$ cat src/rtl/me_unit_pkg.sv
// Shared CPU definitions for the memory stage: bus widths, memory-op and
// SRAM size encodings, ME state encoding and the EX->ME bus layout.
package me_unit_pkg;

    localparam int EX_ME_BUS_W = 75;
    localparam int ME_WB_BUS_W = 38;

    typedef enum logic [2:0] {
        MEM_W  = 3'd0,
        MEM_H  = 3'd1,
        MEM_HU = 3'd2,
        MEM_B  = 3'd3,
        MEM_BU = 3'd4
    } mem_op_e;

    typedef enum logic [1:0] {
        SIZE_BYTE = 2'd0,
        SIZE_HALF = 2'd1,
        SIZE_WORD = 2'd2
    } sram_size_e;

    typedef enum logic [1:0] {
        ST_IDLE = 2'd0,
        ST_REQ  = 2'd1,
        ST_WAIT = 2'd2,
        ST_DONE = 2'd3
    } me_state_e;

    typedef struct packed {
        logic [2:0]  mem_op;
        logic        mem_we;
        logic [31:0] alu_result;
        logic [31:0] rkd_value;
        logic        res_from_mem;
        logic        gr_we;
        logic [4:0]  dest;
    } ex_me_bus_t;

    // Encodings 5-7 fall through to a word access.
    function automatic logic [1:0] size_of(input logic [2:0] op);
        case (op)
            MEM_H, MEM_HU: return SIZE_HALF;
            MEM_B, MEM_BU: return SIZE_BYTE;
            default:       return SIZE_WORD;
        endcase
    endfunction

endpackage

$ cat src/rtl/me_load_align.sv
// Picks the addressed byte/halfword out of the read word and extends it
// to 32 bits according to the load flavour.
module me_load_align
    import me_unit_pkg::*;
(
    input  logic [2:0]  mem_op,
    input  logic [1:0]  addr_lo,
    input  logic [31:0] rdata,
    output logic [31:0] load_data
);

    logic [7:0]  byte_sel;
    logic [15:0] half_sel;

    always_comb begin
        case (addr_lo)
            2'd0:    byte_sel = rdata[7:0];
            2'd1:    byte_sel = rdata[15:8];
            2'd2:    byte_sel = rdata[23:16];
            default: byte_sel = rdata[31:24];
        endcase
    end

    assign half_sel = addr_lo[1] ? rdata[31:16] : rdata[15:0];

    always_comb begin
        // NOTE: default assignment first so every path drives the output and no latch is inferred.
        load_data = rdata;
        case (mem_op)
            MEM_B:   load_data = {{24{byte_sel[7]}}, byte_sel};
            MEM_BU:  load_data = {24'h0, byte_sel};
            MEM_H:   load_data = {{16{half_sel[15]}}, half_sel};
            MEM_HU:  load_data = {16'h0, half_sel};
            default: load_data = rdata;
        endcase
    end

endmodule

$ cat src/rtl/me_unit.sv
// Pipeline memory stage: accepts one instruction from EX, runs at most one
// data-SRAM transaction for it, and holds the result until WB takes it.
module me_unit
    import me_unit_pkg::*;
(
    input  logic                   clk,
    input  logic                   resetn,
    input  logic                   EX_Valid,
    input  logic [EX_ME_BUS_W-1:0] EX_to_ME_Bus,
    output logic                   ME_Unit_Ready,
    output logic                   ME_Valid,
    input  logic                   WB_Unit_Ready,
    output logic [ME_WB_BUS_W-1:0] ME_to_WB_Bus,
    output logic                   data_sram_req,
    output logic                   data_sram_wr,
    output logic [1:0]             data_sram_size,
    output logic [31:0]            data_sram_addr,
    output logic [3:0]             data_sram_wstrb,
    output logic [31:0]            data_sram_wdata,
    input  logic                   data_sram_addr_ok,
    input  logic                   data_sram_data_ok,
    input  logic [31:0]            data_sram_rdata
);

    me_state_e   state;
    ex_me_bus_t  ex_in;
    ex_me_bus_t  inst;
    logic [31:0] result;
    logic [31:0] load_data;
    logic        accept;

    assign ex_in = ex_me_bus_t'(EX_to_ME_Bus);

    // A finished result leaving for WB frees the stage in the same cycle.
    assign ME_Unit_Ready = (state == ST_IDLE) | ((state == ST_DONE) & WB_Unit_Ready);
    assign accept        = EX_Valid & ME_Unit_Ready;

    assign ME_Valid     = (state == ST_DONE);
    assign ME_to_WB_Bus = {inst.gr_we, inst.dest, result};

    // Request fields come only from the latched instruction, so they cannot
    // move while the request waits for addr_ok.
    assign data_sram_req  = (state == ST_REQ);
    assign data_sram_wr   = inst.mem_we;
    assign data_sram_addr = inst.alu_result;
    assign data_sram_size = size_of(inst.mem_op);

    always_comb begin
        data_sram_wstrb = 4'b1111;
        data_sram_wdata = inst.rkd_value;
        case (inst.mem_op)
            MEM_B, MEM_BU: begin
                data_sram_wstrb = 4'b0001 << inst.alu_result[1:0];
                data_sram_wdata = {4{inst.rkd_value[7:0]}};
            end
            MEM_H, MEM_HU: begin
                data_sram_wstrb = inst.alu_result[1] ? 4'b1100 : 4'b0011;
                data_sram_wdata = {2{inst.rkd_value[15:0]}};
            end
            default: ;
        endcase
        if (!inst.mem_we)
            data_sram_wstrb = 4'b0000;
    end

    me_load_align u_load_align (
        .mem_op    (inst.mem_op),
        .addr_lo   (inst.alu_result[1:0]),
        .rdata     (data_sram_rdata),
        .load_data (load_data)
    );

    always_ff @(posedge clk or negedge resetn) begin
        // NOTE: state registers use non-blocking assignments so every flop samples pre-edge values.
        if (!resetn) begin
            state  <= ST_IDLE;
            inst   <= '0;
            result <= '0;
        end else if (accept) begin
            inst <= ex_in;
            if (ex_in.res_from_mem | ex_in.mem_we) begin
                state <= ST_REQ;
            end else begin
                state  <= ST_DONE;
                result <= ex_in.alu_result;
            end
        end else begin
            case (state)
                ST_REQ:  if (data_sram_addr_ok) state <= ST_WAIT;
                ST_WAIT: if (data_sram_data_ok) begin
                    state  <= ST_DONE;
                    result <= inst.res_from_mem ? load_data : inst.alu_result;
                end
                ST_DONE: if (WB_Unit_Ready) state <= ST_IDLE;
                default: ;
            endcase
        end
    end

endmodule

$ cat config.mk
export PLATFORM = sky130hd
export DESIGN_NAME = me_unit
export DESIGN_NICKNAME = d
export VERILOG_FILES = /design/src/rtl/me_unit_pkg.sv /design/src/rtl/me_load_align.sv /design/src/rtl/me_unit.sv
export SDC_FILE = /design/constraint.sdc
export NUM_CORES = 1
export LEC_CHECK = 0
export CAP_MARGIN = 10
export CORE_AREA = 2 2 150 152
export DETAILED_ROUTE_END_ITERATION = 8
export DIE_AREA = 0 0 152 154
export PLACE_DENSITY = 0.68
export SYNTH_ARGS = -nofsm -noshare
export SYNTH_HDL_FRONTEND = slang
export SYNTH_SLANG_ARGS = --single-unit
$ cat constraint.sdc
create_clock -name clk -period 3.46 [get_ports clk]
set_input_delay 0.865 -clock clk [delete_from_list [all_inputs] [get_ports clk]]
set_output_delay 0.865 -clock clk [all_outputs]
set_load 0.01 [all_outputs]
# Word level (Yosys, flattened, before mapping)
# Index checks and enable logic that the tools add are counted.
[word_totals] regBits=109 latch_bits=0 ram_bits=0 romBits=0 in_bits=113 output_inout_bits=112 word_cells=55 n_memories=0
[op_classes] n_addsub=0 mul=0 div_mod_pow=0 n_lt_le_gt_ge=0 eq_ne=13 shifts=1 mux=19 bitwise=4 reduce_logical=9
[ops] cell="2-to-1 mux 32 bit" count=5
[ops] cell="case mux 32 bit (4 select lines)" count=1
[ops] cell="case mux 32 bit (2 select lines)" count=1
[ops] cell="case mux 8 bit (3 select lines)" count=1
[ops] cell="2-to-1 mux 16 bit" count=1
[ops] cell="2-to-1 mux 2 bit" count=5
[ops] cell="2-to-1 mux 4 bit" count=2
[ops] cell="case mux 4 bit (2 select lines)" count=1
[ops] cell="== test 2 bit (second input constant)" count=3
[ops] cell="== test 3 x 2 -> 1 bit (second input constant)" count=2
[ops] cell="!= test 3 x 1 -> 1 bit (second input constant)" count=2
[ops] cell="case mux 2 bit (3 select lines)" count=1
[ops] cell="== test 2 x 1 -> 1 bit (second input constant)" count=2
[ops] cell="zero test 2 bit" count=2
[ops] cell="case mux 2 bit (2 select lines)" count=1
[ops] cell="AND reduction 4 bit" count=1
[ops] cell="nonzero test 2 bit" count=2
[ops] cell="nonzero test 4 bit" count=1
[ops] cell="OR reduction 2 bit" count=2
[ops] cell="left shift 1 x 2 -> 4 bit (first input constant)" count=1
[ops] cell="== test 3 x 1 -> 1 bit (second input constant)" count=1
[ops] cell="== test 3 bit (second input constant)" count=1
[ops] cell="!= test 3 bit (second input constant)" count=1
[ops] cell="AND reduction 3 bit" count=1
[ops] cell="other kinds (3)" count=5

# Depth between registers and ports, before layout
[depth] word_depth=7 depth_mapped=8 mapped_depth_nobuf=5

# Modules after synthesis
# A second synthesis with hierarchy kept.
[hier_totals] hier_cells=720 area_unflattened_um2=7498.4
[by_module_without_submodules] mod="me_unit" n_inst=1 cells_per_inst=540 area_each_um2=6187.2 seq_area_each_um2=2727.6
[by_module_without_submodules] mod="me_load_align" n_inst=1 cells_per_inst=180 area_each_um2=1311.3 seq_area_each_um2=0.0

# Worst setup path after synthesis
# No wires, ideal clock.
[synth_path] kind="reg2out" from="register inst[72] (netlist bit)" to="output data_sram_wdata[19]" arrival_ns=1.947 required_ns=2.595 path_slack_ns=0.648 path_stages_with_launch=8 path_buffers=4 cell_sequence="dfrtp_1 > buf_2 > or2_2 > buf_2 > xnor2_1 > buf_2 > buf_2 > mux2_2"
[synth_between] elab_chain_len=3 elab_cells_between_ends=7 classes_between="4 x eq/ne; 1 x mux; 2 x reduce/logical"
[synth_lines] item="start: declaration" line="me_unit.sv:27" text="ex_me_bus_t inst;"
[synth_lines] item="start signal: assignment" line="me_unit.sv:80" text="inst <= ex_in;"
[synth_lines] item="== test 3 x 1 -> 1 bit (tied with other cells)" line="me_unit.sv:51" text="case (inst.mem_op)"
[synth_lines] item="OR reduction 2 bit" line="me_unit.sv:51"
[synth_lines] item="case mux 32 bit (2 select lines) (*)" line="me_unit.sv:51"
[synth_lines] item="end: declaration" line="me_unit.sv:19" text="output logic [31:0] data_sram_wdata,"
# Mark *: on every way between the ends. The rest lies on a longest branch, timed or not.

# Worst setup path in the final report
[layout_path] from="register inst[73] (netlist bit)" to="output data_sram_wdata[17]"
# The elaborated chain is that of the path after synthesis.

==> flow_metrics.py <==
metrics = {
    "status": {
        "outcome": "complete, no violations",
    },
    "synth": {
        "netlist_instances": 762,
        "yosys-top-cells-count": "242 x nand2_1, 109 x dfrtp_1, 65 x o21ai_0, 46 x buf_4, 33 x clkbuf_1",
        "synth-edff-count": 0,
        "synth_compound_area_share_pct": 20.3,
        "ys_types": 53,
        "synthSimpleGateAreaFrac_pct": 19.8,
        "synth_top_family_by_area": "compound AO/OA/AOI/OAI gates",
        "ys_seq_area_share_pct": 42.3,
        "synth_nets": 875,
        "yosysTopAreaCell": "dfrtp_1",
        "synth_ff_type": "dfrtp_1",
        "synth-async-reset-ratio_pct": 100,
        "synth_top_area_share_pct": 42.3,
        "yosys_warnings": 0,
        "synth.top_cells.by_area": "dfrtp_1 42%, nand2_1 14%, buf_4 5.4%, o21ai_0 5.0%, mux2_2 4.2%",
        "synth.most_common_cell": "nand2_1",
        "muxShareOfSynthArea_pct": 7.80,
        "ys_seq_elements": 109,
        "synthXorXnorAreaFrac_pct": 0.271,
        "synth.avg_cell_area_sq_um": 8.47,
        "synth_fa_ha_area_share_pct": 0,
        "syn_area_sq_um": 6450,
    },
    "power": {
        "vdd_ir_drop_max_uv": 376,
        "p_per_area_nw_per_um2": 989,
        "p_leak_nw": 3.89,
        "p_total_mw": 8.88,
    },
    "hold_path": {
        "hp-start": "ME_to_WB_Bus[33]",
        "min_path_type": "flip-flop to flip-flop",
        "min_path_cells": 2,
        "min_to": "ME_to_WB_Bus[33]",
    },
    "setup_path": {
        "critPathRequiredTime_ns": 2.59,
        "start_kind": "flip-flop",
        "r2r_cells": 6,
        "crit_path_end_kind": "output port",
        "crit_fanout": 17,
        "r2r_slack_ns": 0.76,
        "worstReg2RegStart": "data_sram_addr[1]",
        "rr_endpoint": "result[26]",
        "crit_type": "flip-flop to output port",
        "worstPathArrival_ns": 2.53,
    },
    "timing": {
        "timing.final.hold_violations": 0,
        "slew_headroom_pct": 32.4,
        "tightest_slew_ns": 1.01,
        "finalCritPeriodShare_pct": 98.1,
        "max_freq_mhz": 294,
        "finalSetupViolCount": 0,
        "period_needed_ns": 3.40,
        "drv_slew": 0,
        "skew_ns": 0.0101,
    },
    "floorplan": {
        "ios": 225,
        "die_x_um": 152,
        "rows": 54,
        "start_util_pct": 29.8,
        "fp.dieH_um": 154,
        "coreArea_sq_um": 21700,
        "die-area_sq_um": 23400,
    },
    "place": {
        "io_buffer_count": 224,
        "gp_congestion": 0.852,
        "placed_cell_area_sq_um": 8680,
        "dp_hpwl_um": 16800,
    },
    "clocking": {
        "clk_path_buf_depth": 2,
        "cts-buffers-inserted": 9,
        "postCtsSetupBuffers": 0,
        "cts_tree": "yes",
        "path_clk_slew_ns": 0.08,
        "clock_sinks": 109,
        "cts_root_buffer": "clkbuf_16",
        "h-tree-depth": 3,
        "insertion_delay_ns": 0.36,
    },
    "layout": {
        "synthToLayoutAreaGrowth_pct": 39.2,
        "drive_gt1_share_pct": 10.3,
        "finalNetCount": 1034,
        "final_util_pct": 41.4,
        "antenna_cells": 0,
        "stdcell_area_sq_um": 8980,
    },
    "detailed_routing": {
        "drtAntennaViolNets": 0,
        "first_pass_iters": 5,
        "drtIter0Drc": 366,
        "viasPerCell": 5.03,
        "wl_per_cell_um": 18.8,
        "route.detailed.drc": 0,
        "num_vias": 6069,
        "finalWirelength_um": 22700,
    },
    "grt": {
        "grt_max_degree": 88,
        "grt_pass1_vias": 5738,
        "grt-ovfl-total": 0,
        "antenna_found_initial": 2,
        "grt_use_total_pct": 19.2,
        "grt_pass1_wl_um": 35100,
    },
    "job": {
        "max_cap_violations": 0,
    },
}
==> final cells by class <==
cell class	count	area [sq um]
clock buffer	9	225
fill	2132	12700
multi-input combinational	542	3140
clock inverter	7	61.3
tap	280	350
inverter	11	41.3
timing repair buffer	248	2440
sequential	109	2730
==> cells by family (layout without fill, tap and decap cells) <==
logic type,count (synthesis),after routing
and+or+nand+nor,303,303
AOI/OAI and AO/OA,191,191
buffers and inverters,111,275
DFF,109,109
muxes,46,46
xor gates and xnor gates,2,2
==> critical path, stage by stage (launching register included) <==
cell	delay [ns]
dfrtp_1	0.40
buf_4	0.20
or2_2	0.35
xnor2_2	0.20
buf_6	0.20
mux2_2	0.35
clkdlybuf4s50_1	0.48
==> metrics by stage <==
stage                     setup slack (ns)  TNS (ns)  cells  hold slack (ns)
after detailed placement             0.277         0   1190            0.459
after floorplan                      0.648         0    762            0.440
after global placement               0.355         0   1190            0.457
after CTS                           0.0172         0   1206            0.479
final                               0.0643         0   1206            0.478
after global routing               -0.0176   -0.0566   1206            0.500
==> power by group <==
part           internal, mW  leakage (nW)  switching [mW]
clock                 0.506         0.142           0.526
combinational          2.71          2.40            2.70
sequential             1.89          1.34           0.546
total                  5.11          3.89            3.77
==> worst max path at each step <==
stage                              startpoint                  end  slack [ns]  cells after the start
after floorplan                      inst[72]  data_sram_wdata[19]        0.65                      7
after global placement    data_sram_rdata[31]           result[30]        0.35                      6
after detailed placement  data_sram_rdata[31]           result[26]        0.28                      6
after CTS                            inst[72]  data_sram_wdata[31]        0.02                      5
after global routing                 inst[73]  data_sram_wdata[20]       -0.02                      6
final                                inst[73]  data_sram_wdata[17]        0.06                      6
==> cell usage in the layout, fill, tap and decap left out, drive strengths merged, types with 2 or more instances in the layout <==
master / synthesis / layout
a211o: 3 / 3
buf: 67 / 25
or3b: 2 / 2
inv: 11 / 16
o211ai: 10 / 10
clkdlybuf4s50: 0 / 222
xnor2: 2 / 2
clkbuf: 33 / 9
o32a: 2 / 2
clkinv: 0 / 2
a22oi: 13 / 13
a221o: 14 / 14
mux2i: 21 / 21
a22o: 2 / 2
a21oi: 31 / 31
mux2: 24 / 24
nand3: 5 / 5
a211oi: 2 / 2
and2: 5 / 5
nand2: 242 / 242
o21ai: 66 / 66
a41oi: 2 / 2
dfrtp: 109 / 109
nand2b: 2 / 2
o221a: 10 / 10
nor2: 10 / 10
a221oi: 2 / 2
or2: 10 / 10
o22ai: 8 / 8
o21a: 14 / 14
nor2b: 20 / 20
a31oi: 4 / 4
==> registers in the layout (all words and copies together), names as in the netlist <==
name            cells
result             32
data_sram_wr        1
ME_to_WB_Bus        6
data_sram_addr     32
state               2
inst               36
==> per-layer routing <==
layer | vias to the layer above | part of all wire, % | track usage [%]
li1 | 2888 | - | -
met1 | 2937 | 45 | 26.9
met2 | 216 | 48 | 30.6
met3 | 24 | 5.8 | 3.89
met4 | 4 | 1.3 | 4.49
met5 | - | 0.11 | 0
==> timing repair <==
| action | CTS | global route |
|---|---|---|
| gates resized for setup | 0 | 4 |
| hold buffers | 0 | 0 |
| setup endpoints to repair | 0 | 18 |
No activity file was read; power rests on OpenSTA's default activity.
